==> src/rtl/key_matrix_reader.sv <==
// key_matrix_reader: row-scanned key matrix reader with per-key debounce.
// Define KEY_MATRIX_READER_SYNC_EN to add a 2-flop synchronizer on i_col.
module key_matrix_reader #(
    parameter int ROWS           = 4,
    parameter int COLS           = 2,
    parameter int SCAN_DIV       = 50000,
    parameter int SETTLE         = 16,
    parameter int DEBOUNCE_SCANS = 4,
    localparam int KEYS          = ROWS * COLS,
    localparam int CW            = (KEYS > 1) ? $clog2(KEYS) : 1
) (
    input  logic            clk,
    input  logic            i_rst,
    output logic [ROWS-1:0] o_row,
    input  logic [COLS-1:0] i_col,
    output logic [KEYS-1:0] o_keys,
    output logic            o_evt_valid,
    output logic [CW-1:0]   o_evt_code,
    output logic            o_evt_press,
    input  logic            i_evt_ready
);

    localparam int RW = $clog2(ROWS);
    localparam int DW = (SCAN_DIV > 1) ? $clog2(SCAN_DIV) : 1;

    localparam logic [RW-1:0]   ROW_LAST = RW'(ROWS - 1);
    localparam logic [DW-1:0]   DW_LAST  = DW'(SCAN_DIV - 1);
    localparam logic [DW-1:0]   DW_SMP   = DW'(SETTLE);
    localparam logic [ROWS-1:0] ROW_ONE  = {{(ROWS-1){1'b0}}, 1'b1};
    localparam logic [3:0]      DB_TOP   = 4'(DEBOUNCE_SCANS);
    localparam logic [3:0]      DB_SAT   = 4'(DEBOUNCE_SCANS - 1);

    // Scanner state
    logic [RW-1:0]   r_row;
    logic [DW-1:0]   r_dwell;
    logic [ROWS-1:0] r_row_n;
    logic [RW-1:0]   w_row_nxt;

    // Key state
    logic [KEYS-1:0] r_keys;
    logic [KEYS-1:0] r_pend;
    logic [3:0]      r_cnt [KEYS];

    logic [KEYS-1:0] w_keys_nxt;
    logic [KEYS-1:0] w_pend_set;
    logic [KEYS-1:0] w_pend_clr;
    logic [KEYS-1:0] w_hold;
    logic [3:0]      w_cnt_nxt [KEYS];

    // Emitter state
    logic            r_valid;
    logic [CW-1:0]   r_code;
    logic            r_press;
    logic            w_take;
    logic            w_found;
    logic [CW-1:0]   w_idx;

    // Column path
    logic [COLS-1:0] w_col_raw;
    logic [COLS-1:0] w_col_act;
    logic            w_sample;

`ifdef KEY_MATRIX_READER_SYNC_EN
    logic [COLS-1:0] r_col_s1;
    logic [COLS-1:0] r_col_s2;

    // Two-stage synchronizer; resets to "all keys open"
    always_ff @(posedge clk) begin
        if (i_rst) begin
            r_col_s1 <= '1;
            r_col_s2 <= '1;
        end else begin
            r_col_s1 <= i_col;
            r_col_s2 <= r_col_s1;
        end
    end

    assign w_col_raw = r_col_s2;
`else
    assign w_col_raw = i_col;
`endif

    assign w_col_act = ~w_col_raw;
    assign w_sample  = (r_dwell == DW_SMP);

    assign w_row_nxt = (r_row == ROW_LAST) ? '0 : r_row + RW'(1);

    // Row walker: dwell counter and registered one-cold strobe
    always_ff @(posedge clk) begin
        if (i_rst) begin
            r_row   <= '0;
            r_dwell <= '0;
            r_row_n <= ~ROW_ONE;
        end else if (r_dwell == DW_LAST) begin
            r_row   <= w_row_nxt;
            r_dwell <= '0;
            r_row_n <= ~(ROW_ONE << w_row_nxt);
        end else begin
            r_dwell <= r_dwell + DW'(1);
        end
    end

    // A key is frozen while its event is queued or sitting on the output,
    // so a fast press/release pair cannot overwrite an unaccepted event.
    always_comb begin
        for (int k = 0; k < KEYS; k++) begin
            w_hold[k] = r_pend[k] | (r_valid & (r_code == CW'(k)));
        end
    end

    // Per-key debounce on the driven row at the sample point
    always_comb begin
        w_keys_nxt = r_keys;
        w_pend_set = '0;
        for (int k = 0; k < KEYS; k++) begin
            w_cnt_nxt[k] = r_cnt[k];
        end
        for (int k = 0; k < KEYS; k++) begin
            if (w_sample && (r_row == RW'(k / COLS))) begin
                if (w_col_act[k % COLS] == r_keys[k]) begin
                    w_cnt_nxt[k] = 4'd0;
                end else if (w_hold[k]) begin
                    if (r_cnt[k] >= DB_SAT) begin
                        w_cnt_nxt[k] = DB_SAT;
                    end else begin
                        w_cnt_nxt[k] = r_cnt[k] + 4'd1;
                    end
                end else if (r_cnt[k] + 4'd1 == DB_TOP) begin
                    w_keys_nxt[k] = ~r_keys[k];
                    w_cnt_nxt[k]  = 4'd0;
                    w_pend_set[k] = 1'b1;
                end else begin
                    w_cnt_nxt[k] = r_cnt[k] + 4'd1;
                end
            end
        end
    end

    // Lowest-index pending key
    always_comb begin
        w_found = 1'b0;
        w_idx   = '0;
        for (int k = KEYS - 1; k >= 0; k--) begin
            if (r_pend[k]) begin
                w_found = 1'b1;
                w_idx   = CW'(k);
            end
        end
    end

    assign w_take = ~r_valid | i_evt_ready;

    // Pending bit consumed by the emitter
    always_comb begin
        w_pend_clr = '0;
        if (w_take && w_found) begin
            w_pend_clr[w_idx] = 1'b1;
        end
    end

    // Debounced levels, counters and pending bits (set beats clear)
    always_ff @(posedge clk) begin
        if (i_rst) begin
            r_keys <= '0;
            r_pend <= '0;
            for (int k = 0; k < KEYS; k++) begin
                r_cnt[k] <= 4'd0;
            end
        end else begin
            r_keys <= w_keys_nxt;
            r_pend <= (r_pend & ~w_pend_clr) | w_pend_set;
            for (int k = 0; k < KEYS; k++) begin
                r_cnt[k] <= w_cnt_nxt[k];
            end
        end
    end

    // Event register: reload when empty or being accepted
    always_ff @(posedge clk) begin
        if (i_rst) begin
            r_valid <= 1'b0;
            r_code  <= '0;
            r_press <= 1'b0;
        end else if (w_take) begin
            r_valid <= w_found;
            if (w_found) begin
                r_code  <= w_idx;
                r_press <= r_keys[w_idx];
            end
        end
    end

    assign o_row       = r_row_n;
    assign o_keys      = r_keys;
    assign o_evt_valid = r_valid;
    assign o_evt_code  = r_code;
    assign o_evt_press = r_press;

endmodule

==> config.mk <==
export PLATFORM = sky130hd
export DESIGN_NAME = key_matrix_reader
export DESIGN_NICKNAME = d
export VERILOG_FILES = /design/src/rtl/key_matrix_reader.sv
export SDC_FILE = /design/constraint.sdc
export NUM_CORES = 1
export LEC_CHECK = 0
export CORE_ASPECT_RATIO = 1.5
export CORE_UTILIZATION = 30
export DETAILED_ROUTE_END_ITERATION = 10
export PLACE_DENSITY_LB_ADDON = 0.2
export SETUP_SLACK_MARGIN = 0.2
export SYNTH_ARGS = -nofsm -noshare
export SYNTH_HDL_FRONTEND = slang
export SYNTH_SLANG_ARGS = --single-unit
==> constraint.sdc <==
create_clock -name clk -period 2.3 [get_ports clk]
set_clock_uncertainty 0.2 [all_clocks]
set_input_delay 0.46 -clock clk [delete_from_list [all_inputs] [get_ports clk]]
set_output_delay 0.46 -clock clk [all_outputs]
set_load 0.005 [all_outputs]
### Word level (Yosys, flattened, before mapping)

Memories as Yosys holds them, arrays and structs flattened.
Cells that the tools add are included.

* word-level logic and storage cells: 243
* memories: 1
* flip-flop bits (word level): 43
* output and inout bits: 17
* bits in writable memories: 32

* order comparisons: 10
* bitwise operators: 55
* shift operators: 1
* reductions and logical operators: 18
* mux-type cells: 105
* equality and inequality tests: 28
* add/subtract/negate cells: 10

Memories
* r_cnt: depth 8, width 4, rd ports 8, clocked after memory_dff 0, write ports 8, RTL line 42 `logic [3:0] r_cnt [KEYS];`

Operators by type and width (count)
* 4-bit two-way mux: 48
* 1-bit two-way mux: 45
* 4-bit by 1-bit adder with 4-bit output, second input constant: 8
* 4-bit by 3-bit equality test with 1-bit output, second input constant: 8
* 4-bit by 2-bit greater-or-equal comparator with 1-bit output, second input constant: 8
* 4-bit AND reduction: 8
* 1-bit NOT: 25
* 3-bit two-way mux: 8
* 1-bit bitwise OR: 17
* 16-bit by 1-bit adder with 16-bit output, second input constant: 1
* 16-bit equality test, second input constant: 1
* 16-bit by 5-bit equality test with 1-bit output, second input constant: 1
* 3-bit equality test, second input constant: 4
* 1-bit AND: 8
* 8-bit AND: 1
* 1-bit equality test: 8
* 8-bit two-way mux: 1
* 8-bit NOT: 1
* 8-bit bitwise OR: 1
* 3-bit by 2-bit equality test with 1-bit output, second input constant: 2
* 1-bit logical AND: 6
* 2-bit equality test, second input constant: 2
* 3-bit by 4-bit < comparator with 1-bit output, second input constant: 1
* 4-bit NOT: 1
* other kinds (13): 13

### Depth between registers and ports, before layout

* word-level depth: 16
* depth in mapped cells: 9

### Least setup slack after synthesis

OpenSTA, ideal clock, no wires.

* path type: reg-to-reg
* start: register r_dwell[5]
* end: register r_row_n[1], in the netlist o_row[1]
* cell stages (with the launch flop): 7
* period minus slack after synthesis: 2.066 ns
* arrival time: 1.742 ns
* path slack: 0.234 ns
* cells stage by stage: dfxtp_1 -> nor4_4 -> nand2_1 -> nor4_2 -> buf_2 -> a21oi_1 -> or2_2

* cells in the longest elaborated chain, start to end: 1

Ends and longest elaborated chain
* start, declared: RTL line 35 `logic [DW-1:0] r_dwell;`
* start signal, assigned: RTL line 99 `r_dwell <= r_dwell + DW'(1);`
* 16-bit equality test: RTL line 94 `end else if (r_dwell == DW_LAST) begin`
* end signal, assigned: RTL line 93 `r_row_n <= ~ROW_ONE;`
* end signal, assigned: RTL line 97 `r_row_n <= ~(ROW_ONE << w_row_nxt);`
* end, declared: RTL line 36 `logic [ROWS-1:0] r_row_n;`

No other way between the ends.
A chain may end at the register's enable or synchronous reset.

==> key figures <==
Run status
  – Outcome: completed

Final layout
  – Diodes inserted: 0
  – Nets: approximately 590
  – Fin area: roughly 5400 sq um
  – # fillers: 1289
  – Synth-to-layout area growth: 32.1%
  – Post-Layout Cell Count: around 740
  – Fraction of layout cells with a size suffix above 1: 20.6%

Drt
  – Drt pass-1 iters: 4
  – Post-DR wirelength/cell: 14.6 um
  – DRC viols: 0
  – DR iter-0 viols: roughly 160
  – Routed WL: between 10000 and 15000 um
  – Drt via density: ~5.3
  – ANT nets after route: 0
  – Vias: slightly below 4000

Floorplanning
  – Area of the core: roughly 13000 sq um
  – I/O pin count: 22
  – DIE HEIGHT: 145 um
  – Std cell rows: slightly above 50
  – Die area: around 14000 sq um
  – Die width: 97.1 um
  – Initial Util: 31.1%

Global route
  – Global-route wire length before repair: 17800 um
  – Initial antenna violation count: 0
  – Vias in the first global route: between 3000 and 4000
  – Largest net degree at the start of global routing: slightly above 40
  – GRT Util Overall: about 16%
  – GRT Residual Overflow: 0

Clocking
  – H-tree Lvls: 3
  – CTS Sinks: 75
  – Clock Latency Late Sink: 340 ps
  – Post-CTS Hold Buffers: 0
  – Max clock buf depth: 2
  – Root buffer cell: clkbuf_16
  – Clock transition at path regs: around 60 ps
  – CTS tree: yes
  – Num CTS Buffers: 9

Power and ir drop
  – Power density over cell area: 572 nW/um^2
  – Max VDD drop: around 0.0004 V
  – Static leakage: about 2 nW

Timing
  – Fmax: 453 MHz
  – TNS Setup: 0 ps
  – Slew headroom: between 30% and 40%
  – Slew @ Worst Pin: between 900 and 1000 ps
  – Final worst-path cycle share: 96.0%
  – RSZ-0062 raised after global routing: true
  – Final worst slack: 90.9 ps
  – Final Setup Violations: 0
  – Final hold viol count: 0
  – Final Critical Period: between 2000 and 2500 ps
  – Hold slack: around 280 ps
  – Max-slew violations: 0

Synthesis
  – Post-synthesis compound-gate area fraction: 16.8%
  – Largest family of logic cells by synthesized area: simple AND/OR/NAND/NOR gates
  – Ys flop type: dfxtp_1
  – Mean Syn Cell Area: ~8.0 sq um
  – Post-synthesis adder-cell area fraction: approximately 4.6%
  – Post-Syn Area: between 4000 and 5000 sq um
  – Synth warnings: 0
  – Xor/xnor share of the synthesized area: 6.02%
  – Top cells by area, synth: dfxtp_1 37%, nor2_1 6.4%, a21oi_1 6.1%
  – Simple-Gate Fraction of Synth Area: around 29%
  – Post-synth EDFFs: 0
  – Yosys cell types: between 50 and 60
  – Syn nets: 532
  – Mux cell area share after synthesis: ~2.5%
  – Post-synth top area share: between 30 and 40%
  – Cell count after synthesis: between 500 and 600
  – Async set or reset register ratio after synthesis: 0%
  – Flops & latches, synth: 75
  – Area leader, netlist: dfxtp_1
  – Synth top cells by count: 75 x dfxtp_1, 69 x nor2_1, 50 x a21oi_1
  – Sequential area share after synthesis: between 30% and 40%
  – Most frequent cell after synthesis: dfxtp_1

Critical path
  – Crit. End Element: flip-flop
  – Arr. time, crit path: about 2300 ps
  – Startpoint Class: flip-flop
  – Max FO, Critical Path: 4
  – Critical path type: flip-flop to flip-flop
  – CP required: 2370 ps
  – R2R Setup Slk: about 91 ps

Place
  – Gp weighted congestion: roughly 0.81
  – Pre-CTS setup slack: -3.98 ps
  – Post-DP Area: ~4700 sq um
  – Inst Count DP: a little over 700
  – IO Port Bufs: 21
  – HPWL Detailed: roughly 7900 um

Worst hold path
  – Worst hold path type: flip-flop to flip-flop

Run
  – Max capacitance violation total: 0
==> worst paths after layout <==
path	cells after the start	startpoint	end
setup / recovery	6	r_dwell[7]	r_cnt[0][12]
hold / removal	2	r_cnt[1][1]	r_cnt[1][1]
setup reg to reg	6	r_dwell[7]	r_cnt[0][12]
hold reg to reg	2	r_cnt[1][1]	r_cnt[1][1]
==> worst max-delay path: stages (launching register included) <==
cell and delay, ps:
dfxtp_4 350, nor4_4 250, buf_4 180, nand3_4 80, or3_4 460, or4_1 490
a21oi_1 150
==> layer usage <==
layer	up-vias	GRT usage, %	share of wire [%]
met5	-	0	0
met4	0	8.48	3.1
met3	23	2.16	3.0
met2	79	29.9	53
met1	1852	16.8	41
li1	1950	-	-
==> final cells by class <==
type | count | area, sq um | area share [%]
clock inverters | 6 | 111 | 2.07
clock buffers | 10 | 239 | 4.44
repair buffers | 72 | 646 | 12.0
flip-flops and latches | 75 | 1520 | 28.2
multi-input cells | 394 | 2580 | 48.1
inverters | 22 | 82.6 | 1.54
well taps | 159 | 199 | 3.70
==> power breakdown <==
part / internal (mW) / switching (mW)
clock: 1.09 / 0.566
sequential: 1.30 / 0.00452
combinational: 0.0465 / 0.0633
total: 2.44 / 0.634
==> cell families after synthesis <==
kind of cell	after synthesis
mux	10
simple gates	227
flops	75
compound gates	114
xor+xnor	28
buf+inv	43
fa+ha+maj	15
==> metrics by stage <==
step,utilization [%],power (mW)
floorplan,-,1.40
global route,41.1,3.17
finish,41.1,3.07
CTS,39.5,3.10
global placement,36.1,1.43
detailed placement,36.1,1.43
==> sequential cells by signal, indices dropped and copies added (netlist names) <==
name         count
o_evt_code       3
o_evt_press      1
o_evt_valid      1
o_keys           8
o_row            4
r_cnt           32
r_dwell         16
r_pend           8
r_row            2
==> layout by cell type (no fill, tap or decap), drive strengths merged, types with 11 or more instances in the layout <==
cell type | Yosys | layout
xnor2 | 12 | 12
nor2 | 69 | 69
a21oi | 50 | 50
inv | 22 | 23
xor2 | 16 | 16
nor2b | 11 | 11
nand2 | 36 | 36
nand3 | 23 | 23
ha | 15 | 15
buf | 3 | 50
clkbuf | 18 | 11
clkdlybuf4s50 | 0 | 20
nand4 | 11 | 11
nor3 | 19 | 19
dfxtp | 75 | 75
o21ai | 27 | 27
==> repair_timing <==
action | in CTS | in global routing
resized for setup | 16 | 37
pin swaps | 4 | 17
endpoints found under the setup margin | 34 | 47
buffers inserted | 6 | 3
cloned | 0 | 2
Power figures use the tool's default switching activity.
==> RTL change, RTL diff (config.mk and constraints unchanged) <==
Take the reset off `r_keys` and load it in a clocked block of its own.
--- a/src/rtl/key_matrix_reader.sv
+++ b/src/rtl/key_matrix_reader.sv
@@ -161,18 +161,20 @@
     // Debounced levels, counters and pending bits (set beats clear)
     always_ff @(posedge clk) begin
         if (i_rst) begin
-            r_keys <= '0;
             r_pend <= '0;
             for (int k = 0; k < KEYS; k++) begin
                 r_cnt[k] <= 4'd0;
             end
         end else begin
-            r_keys <= w_keys_nxt;
             r_pend <= (r_pend & ~w_pend_clr) | w_pend_set;
             for (int k = 0; k < KEYS; k++) begin
                 r_cnt[k] <= w_cnt_nxt[k];
             end
         end
+    end
+
+    always_ff @(posedge clk) begin
+        r_keys <= w_keys_nxt;
     end
 
     // Event register: reload when empty or being accepted
Formal check against the unedited RTL: no difference found for any inputs over 10 cycles, from zero or initial values and one cycle with i_rst high; that may be too few to reach the edited logic, so the function may still have changed.
==> RTL change against the original RTL <==
Sequential cell count unchanged. Worst setup slack improved by 0.031 ns. Via count decreased by 4.0%. Largest cell class unchanged. Highest routed layer unchanged. Synthesized area shrank 2.8%. Sequential share of layout area grew 1.6 points. Routed wire length down 2.4%. Non-clock buffer count increased by 12. Cell area shrank 0.81%. Total power decreased by 7.5%.
==> RTL change: results (changes against the original RTL) <==
| Metric | Value |
|---|---|
| DRT iter0 DRCs | `168 (was 163)` |
| HPWL Detailed | `7468 um (was 7868 um)` |
| XOR/XNOR Fraction of Synth Area | `4.649% (was 6.023%)` |
| Uppermost routed layer | `met4 (unchanged)` |
| Share of the yosys chip area belonging to registers | `39.97% (was 36.88%)` |
| Final nets | `587 (was 594)` |
| Crit-path slowest cell | `or4_4 (was or4_1)` |
| Met3 WL | `270 um (was 320 um)` |
| Pin count of the biggest net entering global routing | `32 (was 41)` |
| Post-synth top cells | `dfxtp_1, nor2_1, a21oi_1 (unchanged)` |
| Yosys cell types | `50 (was 57)` |
| Syn Nets | `508 (was 532)` |
| Compound-Gate Fraction of Synth Area | `16.38% (was 16.84%)` |
| Layout cells sized above 1 | `23.08% (was 20.55%)` |
| Number of vias per cell | `5.124 (was 5.290)` |
| Post-DP Area | `0.004656 sq mm (was 0.004718 sq mm)` |
| CP peak stage delay | `0.51 ns (was 0.49 ns)` |
| Least-Margin Pin Slew | `0.6466 ns (was 0.9087 ns)` |
| Crit Path Max Fanout | `5 (was 4)` |
| Number of synthesized flops with an enable pin | `8 (was 0)` |
| All-Layer GR Usage | `15.83% (was 15.73%)` |
| DR WL met2 | `5497 um (was 5743 um)` |
| # fillers | `1308 (was 1289)` |
| Number of global-route vias before repair | `3550 (was 3745)` |
| Status | `finished, final reports clean (unchanged)` |
| Final GP Congestion | `0.8320 (was 0.8120)` |
| Post-synthesis mux area share | `0.7590% (was 2.459%)` |
| Worst VDD drop | `0.0003470 V (was 0.0003888 V)` |
[RTL change: final timing paths]
| kind | start | end | slack, ns | depth (start not counted) |
|---|---|---|---|---|
| setup / recovery | r_dwell[10] | r_cnt[1][9] | 0.12 | 7 |
| hold / removal | r_cnt[0][13] | r_cnt[0][13] | 0.28 | 2 |
| hold reg to reg | r_cnt[0][13] | r_cnt[0][13] | 0.28 | 2 |
| setup reg to reg | r_dwell[10] | r_cnt[1][9] | 0.12 | 7 |
[RTL change: final cells by class]
cell class,instances,area (sq um),share of cell area (%)
Clock buffer,13,250.2,4.692
Clock inverter,3,40.04,0.7506
Inverter,25,93.84,1.759
Multi-Input combinational cell,372,2447,45.88
Sequential cell,75,1589,29.79
Tap cell,159,198.9,3.730
Timing Repair Buffer,84,714.4,13.39
[RTL change: worst max-delay path, delay by kind of cell, from the launching register on]
family	cells	cell delay, ns
buffers and inverters	2	0.27
AO/OA/AOI/OAI	1	0.14
AND/OR/NAND/NOR	4	1.17
flip-flops	1	0.33
[RTL change: routing by layer]
layer | vias to the layer above | GRT usage [%]
li1 | 1898 | -
met1 | 1800 | 18.05
met2 | 39 | 28.50
met3 | 9 | 3.195
met4 | 0 | 5.813
met5 | - | 0
[RTL change: logic make-up after synthesis]
family | Yosys count
simple gates | 222
mux | 3
buf+inv | 41
xor+xnor | 21
flops | 75
compound gates | 111
fa+ha+maj | 15
[RTL change: what timing repair did]
item | CTS | global route
pin swaps | 13 | 21
gates resized for setup | 26 | 40
hold buffers | 0 | 0
setup endpoints to repair | 38 | 44
setup buffers | 4 | 7
gates cloned | 1 | 1
[RTL change: power by group]
| group | internal (mW) | switching [mW] | total (mW) |
|---|---|---|---|
| Clock | 0.868 | 0.554 | 1.42 |
| Combinational | 0.0378 | 0.0561 | 0.0939 |
| Sequential | 1.32 | 0.00481 | 1.33 |
| Total | 2.23 | 0.614 | 2.84 |
[RTL change: metrics by stage]
| stage | worst slack, ns | instances | TNS, ns | hold WS (ns) | utilization, % |
|---|---|---|---|---|---|
| 6_report | 0.1217 | 731 | 0 | 0.2780 | 41.18 |
| 5_1_grt | 0.05612 | 731 | 0 | 0.3012 | 41.18 |
| 4_1_cts | 0.1276 | 723 | 0 | 0.2796 | 39.23 |
| 3_5_place_dp | -0.1359 | 702 | -0.9975 | 0.2723 | 35.94 |
| 3_3_place_gp | -0.09865 | 702 | -0.5875 | 0.2627 | 35.94 |
| 2_1_floorplan | 0.2000 | 488 | 0 | 0.2418 | - |
